File: src/rtl/npc_mem_pkg.sv
// -----------------------------------------------------------------------------
// npc_mem_pkg
// Shared definitions for the NPC data-memory port arbiter:
//   - MemOp size codes passed through to the memory untouched
//   - arbiter FSM state encoding
//   - transaction owner encoding
//   - starvation counter width (STARVE_MAX may range 1..15)
// -----------------------------------------------------------------------------
package npc_mem_pkg;

  // MemOp size codes; the memory side does lane selection and extension.
  localparam logic [2:0] MEMOP_B  = 3'b000;
  localparam logic [2:0] MEMOP_H  = 3'b001;
  localparam logic [2:0] MEMOP_W  = 3'b010;
  localparam logic [2:0] MEMOP_BU = 3'b100;
  localparam logic [2:0] MEMOP_HU = 3'b101;

  // Four bits cover the full 1..15 range of STARVE_MAX.
  localparam int STARVE_CNT_W = 4;

  typedef enum logic [1:0] {
    ST_IDLE = 2'b00,
    ST_REQ  = 2'b01,
    ST_WAIT = 2'b10
  } arb_state_t;

  typedef enum logic {
    OWN_IFU = 1'b0,
    OWN_LSU = 1'b1
  } owner_t;

  // Map the LSU grant of an accepted arbitration to the owner that is latched.
  function automatic owner_t grant_owner(input logic grant_lsu);
    owner_t own;
    if (grant_lsu) begin
      own = OWN_LSU;
    end else begin
      own = OWN_IFU;
    end
    return own;
  endfunction

endpackage

File: src/rtl/arb_prio_starve.sv
// -----------------------------------------------------------------------------
// arb_prio_starve
// Two-way fixed-priority pick (LSU over IFU) with a saturating starvation
// counter that hands one contested arbitration to the IFU after STARVE_MAX
// consecutive contested losses.
// Ports:
//   clk, rst   clock, synchronous active-high reset
//   ifu_valid  IFU is requesting
//   lsu_valid  LSU is requesting
//   accept     arbiter is able to take a request this cycle (FSM idle)
//   grant_ifu  IFU wins this cycle (combinational)
//   grant_lsu  LSU wins this cycle (combinational)
// -----------------------------------------------------------------------------
module arb_prio_starve
  import npc_mem_pkg::*;
#(
  parameter int STARVE_MAX = 4
) (
  input  logic clk,
  input  logic rst,
  input  logic ifu_valid,
  input  logic lsu_valid,
  input  logic accept,
  output logic grant_ifu,
  output logic grant_lsu
);

  localparam logic [STARVE_CNT_W-1:0] STARVE_LIM = STARVE_CNT_W'(STARVE_MAX);

  logic [STARVE_CNT_W-1:0] starve_cnt_r;
  logic                    contested_s;
  logic                    ifu_turn_s;

  // Priority pick: LSU wins unless the IFU has lost STARVE_MAX contests in a row.
  always_comb begin
    contested_s = ifu_valid & lsu_valid;
    ifu_turn_s  = (starve_cnt_r == STARVE_LIM);
    grant_ifu   = ifu_valid & (~lsu_valid | ifu_turn_s);
    grant_lsu   = lsu_valid & ~(ifu_valid & ifu_turn_s);
  end

  // Starvation counter: only contested LSU wins count; any IFU grant clears it.
  always_ff @(posedge clk) begin
    if (rst) begin
      starve_cnt_r <= {STARVE_CNT_W{1'b0}};
    end else if (accept && grant_ifu) begin
      starve_cnt_r <= {STARVE_CNT_W{1'b0}};
    end else if (accept && contested_s && grant_lsu && (starve_cnt_r != STARVE_LIM)) begin
      starve_cnt_r <= starve_cnt_r + {{(STARVE_CNT_W-1){1'b0}}, 1'b1};
    end else begin
      starve_cnt_r <= starve_cnt_r;
    end
  end

endmodule

File: src/rtl/mem_port_arbiter.sv
// -----------------------------------------------------------------------------
// mem_port_arbiter
// Shares the single data-memory port between the IFU and the LSU. One request
// is latched in IDLE, presented to memory in REQ until accepted, and the
// response (WAIT, or same cycle as acceptance) is routed back to its owner.
// Only one transaction is ever outstanding.
// Ports:
//   clk, rst                       clock, synchronous active-high reset
//   ifu_req_valid/ready, ifu_addr  IFU fetch request (always a word load)
//   ifu_resp_valid, ifu_rdata      IFU response pulse and data
//   lsu_req_valid/ready, lsu_addr, lsu_wen, lsu_memop, lsu_wdata
//                                  LSU load/store request
//   lsu_resp_valid, lsu_rdata      LSU completion pulse, load data (0 on store)
//   mem_req_valid/ready, mem_addr, mem_wen, mem_memop, mem_wdata
//                                  latched request towards memory
//   mem_resp_valid, mem_rdata      memory response
// -----------------------------------------------------------------------------
module mem_port_arbiter
  import npc_mem_pkg::*;
#(
  parameter int ADDR_W     = 32,
  parameter int DATA_W     = 32,
  parameter int STARVE_MAX = 4
) (
  input  logic              clk,
  input  logic              rst,
  input  logic              ifu_req_valid,
  output logic              ifu_req_ready,
  input  logic [ADDR_W-1:0] ifu_addr,
  output logic              ifu_resp_valid,
  output logic [DATA_W-1:0] ifu_rdata,
  input  logic              lsu_req_valid,
  output logic              lsu_req_ready,
  input  logic [ADDR_W-1:0] lsu_addr,
  input  logic              lsu_wen,
  input  logic [2:0]        lsu_memop,
  input  logic [DATA_W-1:0] lsu_wdata,
  output logic              lsu_resp_valid,
  output logic [DATA_W-1:0] lsu_rdata,
  output logic              mem_req_valid,
  input  logic              mem_req_ready,
  output logic [ADDR_W-1:0] mem_addr,
  output logic              mem_wen,
  output logic [2:0]        mem_memop,
  output logic [DATA_W-1:0] mem_wdata,
  input  logic              mem_resp_valid,
  input  logic [DATA_W-1:0] mem_rdata
);

  arb_state_t        state_r;
  arb_state_t        state_nx_s;
  owner_t            owner_r;
  logic [ADDR_W-1:0] addr_r;
  logic              wen_r;
  logic [2:0]        memop_r;
  logic [DATA_W-1:0] wdata_r;

  logic grant_ifu_s;
  logic grant_lsu_s;
  logic accept_s;
  logic load_s;
  logic done_s;

  assign accept_s = (state_r == ST_IDLE);

  arb_prio_starve #(
    .STARVE_MAX (STARVE_MAX)
  ) u_prio (
    .clk       (clk),
    .rst       (rst),
    .ifu_valid (ifu_req_valid),
    .lsu_valid (lsu_req_valid),
    .accept    (accept_s),
    .grant_ifu (grant_ifu_s),
    .grant_lsu (grant_lsu_s)
  );

  // Next-state and handshake decode; readies only exist in IDLE.
  always_comb begin
    state_nx_s    = state_r;
    ifu_req_ready = 1'b0;
    lsu_req_ready = 1'b0;
    mem_req_valid = 1'b0;
    load_s        = 1'b0;
    done_s        = 1'b0;
    case (state_r)
      ST_IDLE: begin
        ifu_req_ready = grant_ifu_s;
        lsu_req_ready = grant_lsu_s;
        if (grant_ifu_s || grant_lsu_s) begin
          load_s     = 1'b1;
          state_nx_s = ST_REQ;
        end else begin
          state_nx_s = ST_IDLE;
        end
      end
      ST_REQ: begin
        mem_req_valid = 1'b1;
        if (mem_req_ready && mem_resp_valid) begin
          // memory accepted and answered in one cycle
          done_s     = 1'b1;
          state_nx_s = ST_IDLE;
        end else if (mem_req_ready) begin
          state_nx_s = ST_WAIT;
        end else begin
          state_nx_s = ST_REQ;
        end
      end
      ST_WAIT: begin
        if (mem_resp_valid) begin
          done_s     = 1'b1;
          state_nx_s = ST_IDLE;
        end else begin
          state_nx_s = ST_WAIT;
        end
      end
      default: begin
        state_nx_s = ST_IDLE;
      end
    endcase
  end

  // Response routing; data outputs are zero outside the completion cycle.
  always_comb begin
    ifu_resp_valid = 1'b0;
    lsu_resp_valid = 1'b0;
    ifu_rdata      = {DATA_W{1'b0}};
    lsu_rdata      = {DATA_W{1'b0}};
    if (done_s && (owner_r == OWN_IFU)) begin
      ifu_resp_valid = 1'b1;
      ifu_rdata      = mem_rdata;
    end else if (done_s && (owner_r == OWN_LSU)) begin
      lsu_resp_valid = 1'b1;
      if (wen_r) begin
        // stores complete without data
        lsu_rdata = {DATA_W{1'b0}};
      end else begin
        lsu_rdata = mem_rdata;
      end
    end else begin
      ifu_resp_valid = 1'b0;
      lsu_resp_valid = 1'b0;
    end
  end

  assign mem_addr  = addr_r;
  assign mem_wen   = wen_r;
  assign mem_memop = memop_r;
  assign mem_wdata = wdata_r;

  // FSM state register.
  always_ff @(posedge clk) begin
    if (rst) begin
      state_r <= ST_IDLE;
    end else begin
      state_r <= state_nx_s;
    end
  end

  // Request latches, loaded on the accepting edge; IFU fetches are word loads.
  always_ff @(posedge clk) begin
    if (rst) begin
      owner_r <= OWN_LSU;
      addr_r  <= {ADDR_W{1'b0}};
      wen_r   <= 1'b0;
      memop_r <= 3'b000;
      wdata_r <= {DATA_W{1'b0}};
    end else if (load_s && grant_lsu_s) begin
      owner_r <= grant_owner(grant_lsu_s);
      addr_r  <= lsu_addr;
      wen_r   <= lsu_wen;
      memop_r <= lsu_memop;
      wdata_r <= lsu_wdata;
    end else if (load_s) begin
      owner_r <= grant_owner(grant_lsu_s);
      addr_r  <= ifu_addr;
      wen_r   <= 1'b0;
      memop_r <= MEMOP_W;
      wdata_r <= {DATA_W{1'b0}};
    end else begin
      owner_r <= owner_r;
      addr_r  <= addr_r;
      wen_r   <= wen_r;
      memop_r <= memop_r;
      wdata_r <= wdata_r;
    end
  end

endmodule

File: config.mk
export PLATFORM = sky130hd
export DESIGN_NAME = mem_port_arbiter
export DESIGN_NICKNAME = d
export VERILOG_FILES = /design/src/rtl/npc_mem_pkg.sv /design/src/rtl/arb_prio_starve.sv /design/src/rtl/mem_port_arbiter.sv
export SDC_FILE = /design/constraint.sdc
export NUM_CORES = 1
export LEC_CHECK = 0
export ABC_AREA = 1
export CAP_MARGIN = 20
export CORE_ASPECT_RATIO = 0.6
export CORE_MARGIN = 10
export CORE_UTILIZATION = 39
export CTS_CLUSTER_SIZE = 14
export DETAILED_ROUTE_END_ITERATION = 12
export PLACE_DENSITY = 0.95
export SKIP_CTS_REPAIR_TIMING = 1
export SYNTH_ARGS = -nofsm -noshare
export SYNTH_HDL_FRONTEND = slang
export SYNTH_SLANG_ARGS = --single-unit
File: constraint.sdc
create_clock -name clk -period 3.1 [get_ports clk]
set_input_delay 0.62 -clock clk [delete_from_list [all_inputs] [get_ports clk]]
set_output_delay 0.62 -clock clk [all_outputs]
set_load 0.005 [all_outputs]
==> results_dict.tcl, run 1 <==
set metrics [dict create \
    combPwrFrac_pct 26.4 \
    io_pins 275 \
    antenna_found_initial 0 \
    muxShareOfSynthArea_pct 0 \
    synth_top_family_by_area "simple AND/OR/NAND/NOR gates" \
    switching_share_pct 27.2 \
    powerDensity_nw_per_um2 405 \
    num_rows 28 \
    setup_ws_ns 0.112 \
    clock_skew_ns 0.00939 \
    insertion_delay_ns 0.32 \
    cts_num_sinks 75 \
    reg2reg_slack_ns 1.37 \
    firstDrtPassIters 7 \
    hpwl_um 13000 \
    die_w_um 151 \
    synth_xor_area_share_pct 0.219 \
    setup_tns_ns 0 \
    grt_pass1_vias 4575 \
    hp-class "flop to flop" \
    wirelength_um 16300 \
    synthSimpleGateAreaFrac_pct 32.2 \
    synthCells 600 \
    power_leakage_nw 3.25 \
    fmax_mhz 335 \
    clkPwrFrac_pct 35.4 \
    diodes 0 \
    required_ns 2.48 \
    fin_util_pct 71.0 \
    grt_pass1_wl_um 25300 \
    die_area_um2 14900 \
    io_buffers 274 \
    synthAdderAreaFrac_pct 1.87 \
    cap_violations 0 \
    dr_total_vias 4716 \
    synth_area_um2 4010 \
    startpoint_type "input port" \
    finalHoldViolCount 0 \
    drc 0 \
    placeableCoreArea_um2 9950 \
    outcome "completed" \
    synth_compound_area_share_pct 11.4 \
    min_path_cells 2 \
    final_nets 999 \
    gr-total-overflow 0 \
    cts.clk_slew.worst_paths_ns 0.06 \
    layout_min_cycle_time_ns 2.99 \
    cts-htree-levels 3 \
    synth_warnings 0 \
    hold_path_end "mem_wdata[30]" \
    ys_seq_area_share_pct 37.5 \
    cp_max_fo 33 \
    worst_slew_pin_slew_ns 0.947 \
    cts-root-buf "clkbuf_16" \
    crit_arrival_ns 2.37 \
    p_switching_mw 0.778 \
    chipHeight_um 98.5 \
    holdWs_ns 0.462 \
    drive_above_1_share_pct 8.14 \
    ys_ff_latch 75 \
    rsz0062_at_grt "no" \
    layout_commonest_cell "clkdlybuf4s50_1" \
    postSynthAreaPerCell_um2 6.68 \
    cts_made_buffers 9 \
    track_usage_pct 21.0 \
    r2r-start "state_r[0]" \
    grt_max_degree 38 \
    ir_worst_vdd_mv 0.311 \
    clockBufferDepth 2 \
    slew_headroom_pct 36.8 \
    reg2regPathDepth 7 \
    final_cell_mix "273 x clkdlybuf4s50_1, 130 x nand2_1, 111 x inv_1" \
    ys_types 26 \
    drt-initial-drc-count 267 \
    wire_per_inst_um 16.4 \
    cts_tree "done" \
    start_util_pct 40.3 \
    syn_nets 744 \
    drv_slew 0 \
    r2r_end "mem_wdata[19]" \
    power.total_mw 2.86 \
    ant_nets 0 \
    vias_per_cell 4.74 \
    end_kind "primary output" \
    finalCritPeriodShare_pct 96.4 \
    p_int_mw 2.08 \
    p_seq_share_pct 38.1 \
    min_from "mem_wdata[30]" \
    dp_slack_ns 0.116 \
    setup_viol 0 \
    syn_to_final_growth_pct 76.4 \
    gp_congestion 0.960 \
    crit_type "input port to primary output" \
]
==> critical path, cell delays in order <==
cell and delay (ns):
clkdlybuf4s50_1 0.49, a21oi_1 0.08, inv_1 0.07, nand4_1 0.13, buf_12 0.20, nor3_1 0.19
clkdlybuf4s50_1 0.57
==> metrics by stage <==
step / std cells / cell area, um2
after detailed placement: 979 / 6770
after floorplan: 600 / 4010
after CTS: 995 / 7070
final: 995 / 7070
after global placement: 979 / 6770
after global routing: 995 / 7070
==> registers in the layout, indices dropped and copies added, names as in the netlist <==
name / count
mem_memop: 3
owner_r: 1
state_r: 2
u_prio.starve_cnt_r: 4
mem_wdata: 32
mem_wen: 1
mem_addr: 32
==> kinds of logic after synthesis <==
kind of cell,Yosys count
and+or+nand+nor,288
buffers and inverters,154
AOI/OAI and AO/OA,76
DFF,75
adders and majority gates,6
xor gates and xnor gates,1
==> area by class of cell <==
type                    instances  area [um2]
clock buffers                  10         229
clock inverters                 6        65.1
fillers                       781        2880
inverters                     114         432
multi-input cells             371        1830
flip-flops and latches         75        1500
well taps                     135         169
repair buffers                284        2840
==> per-layer routing <==
metal	vias to the layer above	global-route usage, %	wire (um)
li1	2362	-	-
met1	2150	25.5	6340
met2	194	34.3	7860
met3	10	9.36	1980
met4	0	3.24	126
met5	-	0	0
==> how the worst max path moves through the flow <==
stage | from | to
after global placement | mem_req_ready | lsu_rdata[1]
after CTS | mem_req_ready | lsu_rdata[27]
after floorplan | mem_req_ready | lsu_rdata[22]
after detailed placement | mem_req_ready | lsu_rdata[27]
final | mem_req_ready | lsu_rdata[27]
after global routing | mem_req_ready | lsu_rdata[27]
==> Yosys cell counts (all sizes together) <==
| cell | n | area (um2) |
|---|---|---|
| nor2 | 32 | 120 |
| buf | 31 | 208 |
| nand3 | 67 | 335 |
| inv | 113 | 427 |
| o211ai | 1 | 7.51 |
| dfxtp | 75 | 1500 |
| nand4 | 4 | 40.0 |
| clkinv | 1 | 5.00 |
| o21bai | 1 | 7.51 |
| nor4 | 1 | 6.26 |
| ha | 6 | 75.1 |
| o21ai | 33 | 165 |
| nor3 | 33 | 165 |
| xor2 | 1 | 8.76 |
| clkbuf | 9 | 33.8 |
| nand2 | 151 | 624 |
| a21oi | 41 | 277 |
==> power by group through the flow <==
stage | Combinational [mW] | Clock, mW | Sequential (mW)
2_1_floorplan | 0.321 | 0 | 1.11
3_3_place_gp | 0.744 | 0 | 1.11
3_5_place_dp | 0.759 | 0 | 1.11
4_1_cts | 0.762 | 1.04 | 1.09
5_1_grt | 0.833 | 1.09 | 1.10
6_report | 0.756 | 1.01 | 1.09
Power figures use the tool's default switching activity.
==> run 2: changes to the inputs <==
--- a/config.mk
+++ b/config.mk
@@ -8,11 +8,11 @@
 export ABC_AREA = 1
 export CAP_MARGIN = 20
 export CORE_ASPECT_RATIO = 0.6
-export CORE_MARGIN = 10
-export CORE_UTILIZATION = 39
+export CORE_MARGIN = 5
+export CORE_UTILIZATION = 36
 export CTS_CLUSTER_SIZE = 14
 export DETAILED_ROUTE_END_ITERATION = 12
-export PLACE_DENSITY = 0.95
+export PLACE_DENSITY = 0.92
 export SKIP_CTS_REPAIR_TIMING = 1
 export SYNTH_ARGS = -nofsm -noshare
 export SYNTH_HDL_FRONTEND = slang
==> constraint.sdc (replaced) <==
create_clock -name clk -period 3.35 [get_ports clk]
set_input_delay 0.67 -clock clk [delete_from_list [all_inputs] [get_ports clk]]
set_output_delay 0.67 -clock clk [all_outputs]
set_load 0.005 [all_outputs]
==> run 2 against run 1 <==
Combinational power down 8.6%. Die area fell by 9.8%. Worst hold slack better by 0.0023 ns. Final area is 0.27% higher. Setup slack improved by 0.10 ns. Total power down 3.8%. Global-route usage is 0.31 points higher. Critical path type unchanged. Critical endpoint is now lsu_rdata[14]. Non-clock buffer count unchanged. First-iteration DRC count decreased by 15%.
==> results_dict.tcl, run 2 (synthesis gave the netlist of run 1 again) <==
set metrics [dict create \
    drive_above_1_share_pct 8.26 \
    num_rows 29 \
    cpMostUsedCell "clkdlybuf4s50_1" \
    critPathMaxStageDelay_ns 0.60 \
    hold_path_end "mem_wdata[30]" \
    cp-startpoint "mem_req_ready" \
    drc 0 \
    grt_max_degree 38 \
    power_leakage_nw 3.26 \
    reg2reg_slack_ns 1.61 \
    finalCritPeriodShare_pct 93.6 \
    r2r-start "state_r[1]" \
    syn_to_final_growth_pct 76.8 \
    startpoint_type "input port" \
    clock_skew_ns 0.0109 \
    diodes 0 \
    chipHeight_um 91.7 \
    grt_pass1_wl_um 23600 \
    final_nets 999 \
    gr-total-overflow 0 \
    wirelength_um 15000 \
    worst_slew_pin_slew_ns 0.933 \
    critical_path_buf_inv_count 4 \
    cts-htree-levels 3 \
    die_w_um 146 \
    dpl-instance-area_um2 6750 \
    cts.clk_slew.worst_paths_ns 0.06 \
    setup_ws_ns 0.213 \
    r2r_end "mem_memop[2]" \
    cp_slowest_cell "clkdlybuf4s50_1" \
    cts_num_sinks 75 \
    slew_headroom_pct 37.7 \
    placeableCoreArea_um2 10700 \
    cts-root-buf "clkbuf_16" \
    holdWs_ns 0.464 \
    start_util_pct 37.4 \
    drv_slew 0 \
    firstDrtPassIters 5 \
    io_pins 275 \
    final_cell_mix "273 x clkdlybuf4s50_1, 130 x nand2_1, 111 x inv_1" \
    grt_pass1_vias 4645 \
    track_usage_pct 21.3 \
    cp_cell_sequence "clkdlybuf4s50_1 -> a21oi_1 -> inv_1 -> nand4_1 -> buf_4 -> nor3_1 -> clkdlybuf4s50_1" \
    grtUsageMet3_pct 9.56 \
    hp-class "flop to flop" \
    ir_worst_vdd_mv 0.441 \
    dr_total_vias 4680 \
    io_buffers 274 \
    setup_viol 0 \
    finalHoldViolCount 0 \
    hpwl_um 11800 \
    power.total_mw 2.75 \
    wire_per_inst_um 15.1 \
    required_ns 2.68 \
    layout_commonest_cell "clkdlybuf4s50_1" \
    fmax_mhz 319 \
    cp_max_fo 33 \
    antenna_found_initial 0 \
    num-fill-cells 923 \
    min_path_cells 2 \
    drt-initial-drc-count 228 \
    ant_nets 0 \
    cts_tree "done" \
    powerDensity_nw_per_um2 388 \
    busiest_layer "met2" \
    met2_usage_pct 35.9 \
    crit_arrival_ns 2.47 \
    rsz0062_at_grt "no" \
    cap_violations 0 \
    end_kind "primary output" \
    reg2regPathDepth 7 \
    outcome "completed" \
    grtUsageMet1_pct 25.5 \
    crit_type "input port to primary output" \
    dp_slack_ns 0.239 \
    setup_tns_ns 0 \
    gp_congestion 0.911 \
    fin_area_um2 7080 \
    vias_per_cell 4.68 \
    layout_min_cycle_time_ns 3.14 \
    insertion_delay_ns 0.32 \
    path_delay_family "buffers and inverters" \
    clockBufferDepth 2 \
    cts_made_buffers 9 \
    min_from "mem_wdata[30]" \
    die_area_um2 13400 \
]
run 2: stage by stage:
step	utilization, %	cells
after floorplan	-	600
after detailed placement	63.1	983
after CTS	66.2	999
after global routing	66.2	999
final	66.2	999
after global placement	63.1	983
run 2: worst max-delay path by stage:
stage	slack, ns	end	depth (start not counted)
final	0.21	lsu_rdata[14]	7
after floorplan	1.37	lsu_rdata[22]	5
after global routing	0.11	lsu_rdata[14]	7
after CTS	0.23	lsu_rdata[14]	7
after detailed placement	0.24	lsu_rdata[14]	7
after global placement	0.38	lsu_rdata[3]	7
run 2: layer usage:
layer	share of wire (%)	vias up
met1	42	2123
met4	1.0	0
li1	-	2362
met2	47	185
met3	10	10
met5	0	-
run 2: worst register-to-register path, delay by kind of cell (launching register included):
kind                     cells  cell delay (ns)
AND/OR/NAND/NOR              3             0.38
AO/OA/AOI/OAI                1             0.18
buffers and inverters        2             0.54
adder cells (fa/ha/maj)      1             0.20
flip-flops                   1             0.39
run 2: power breakdown:
group          internal, mW  total, mW  switching (mW)
Sequential            0.970       1.01          0.0384
Combinational         0.377      0.691           0.313
Clock                 0.680       1.05           0.372
run 2: area by class of cell:
| type | count | area [um2] | share of cell area (%) |
|---|---|---|---|
| multi-input combinational | 371 | 1830 | 25.9 |
| tap | 139 | 174 | 2.45 |
| timing repair buffer | 284 | 2810 | 39.7 |
| clock inverter | 6 | 93.8 | 1.32 |
| inverter | 114 | 432 | 6.09 |
| clock buffer | 10 | 239 | 3.37 |
| sequential | 75 | 1500 | 21.2 |
==> run 3: changes to the inputs <==
--- a/config.mk
+++ b/config.mk
@@ -13,6 +13,7 @@
 export CTS_CLUSTER_SIZE = 14
 export DETAILED_ROUTE_END_ITERATION = 12
 export PLACE_DENSITY = 0.92
+export SETUP_SLACK_MARGIN = 0.1
 export SKIP_CTS_REPAIR_TIMING = 1
 export SYNTH_ARGS = -nofsm -noshare
 export SYNTH_HDL_FRONTEND = slang
==> results of run 3 <==
No change in the layout: final DEF, timing and power equal those of run 2.
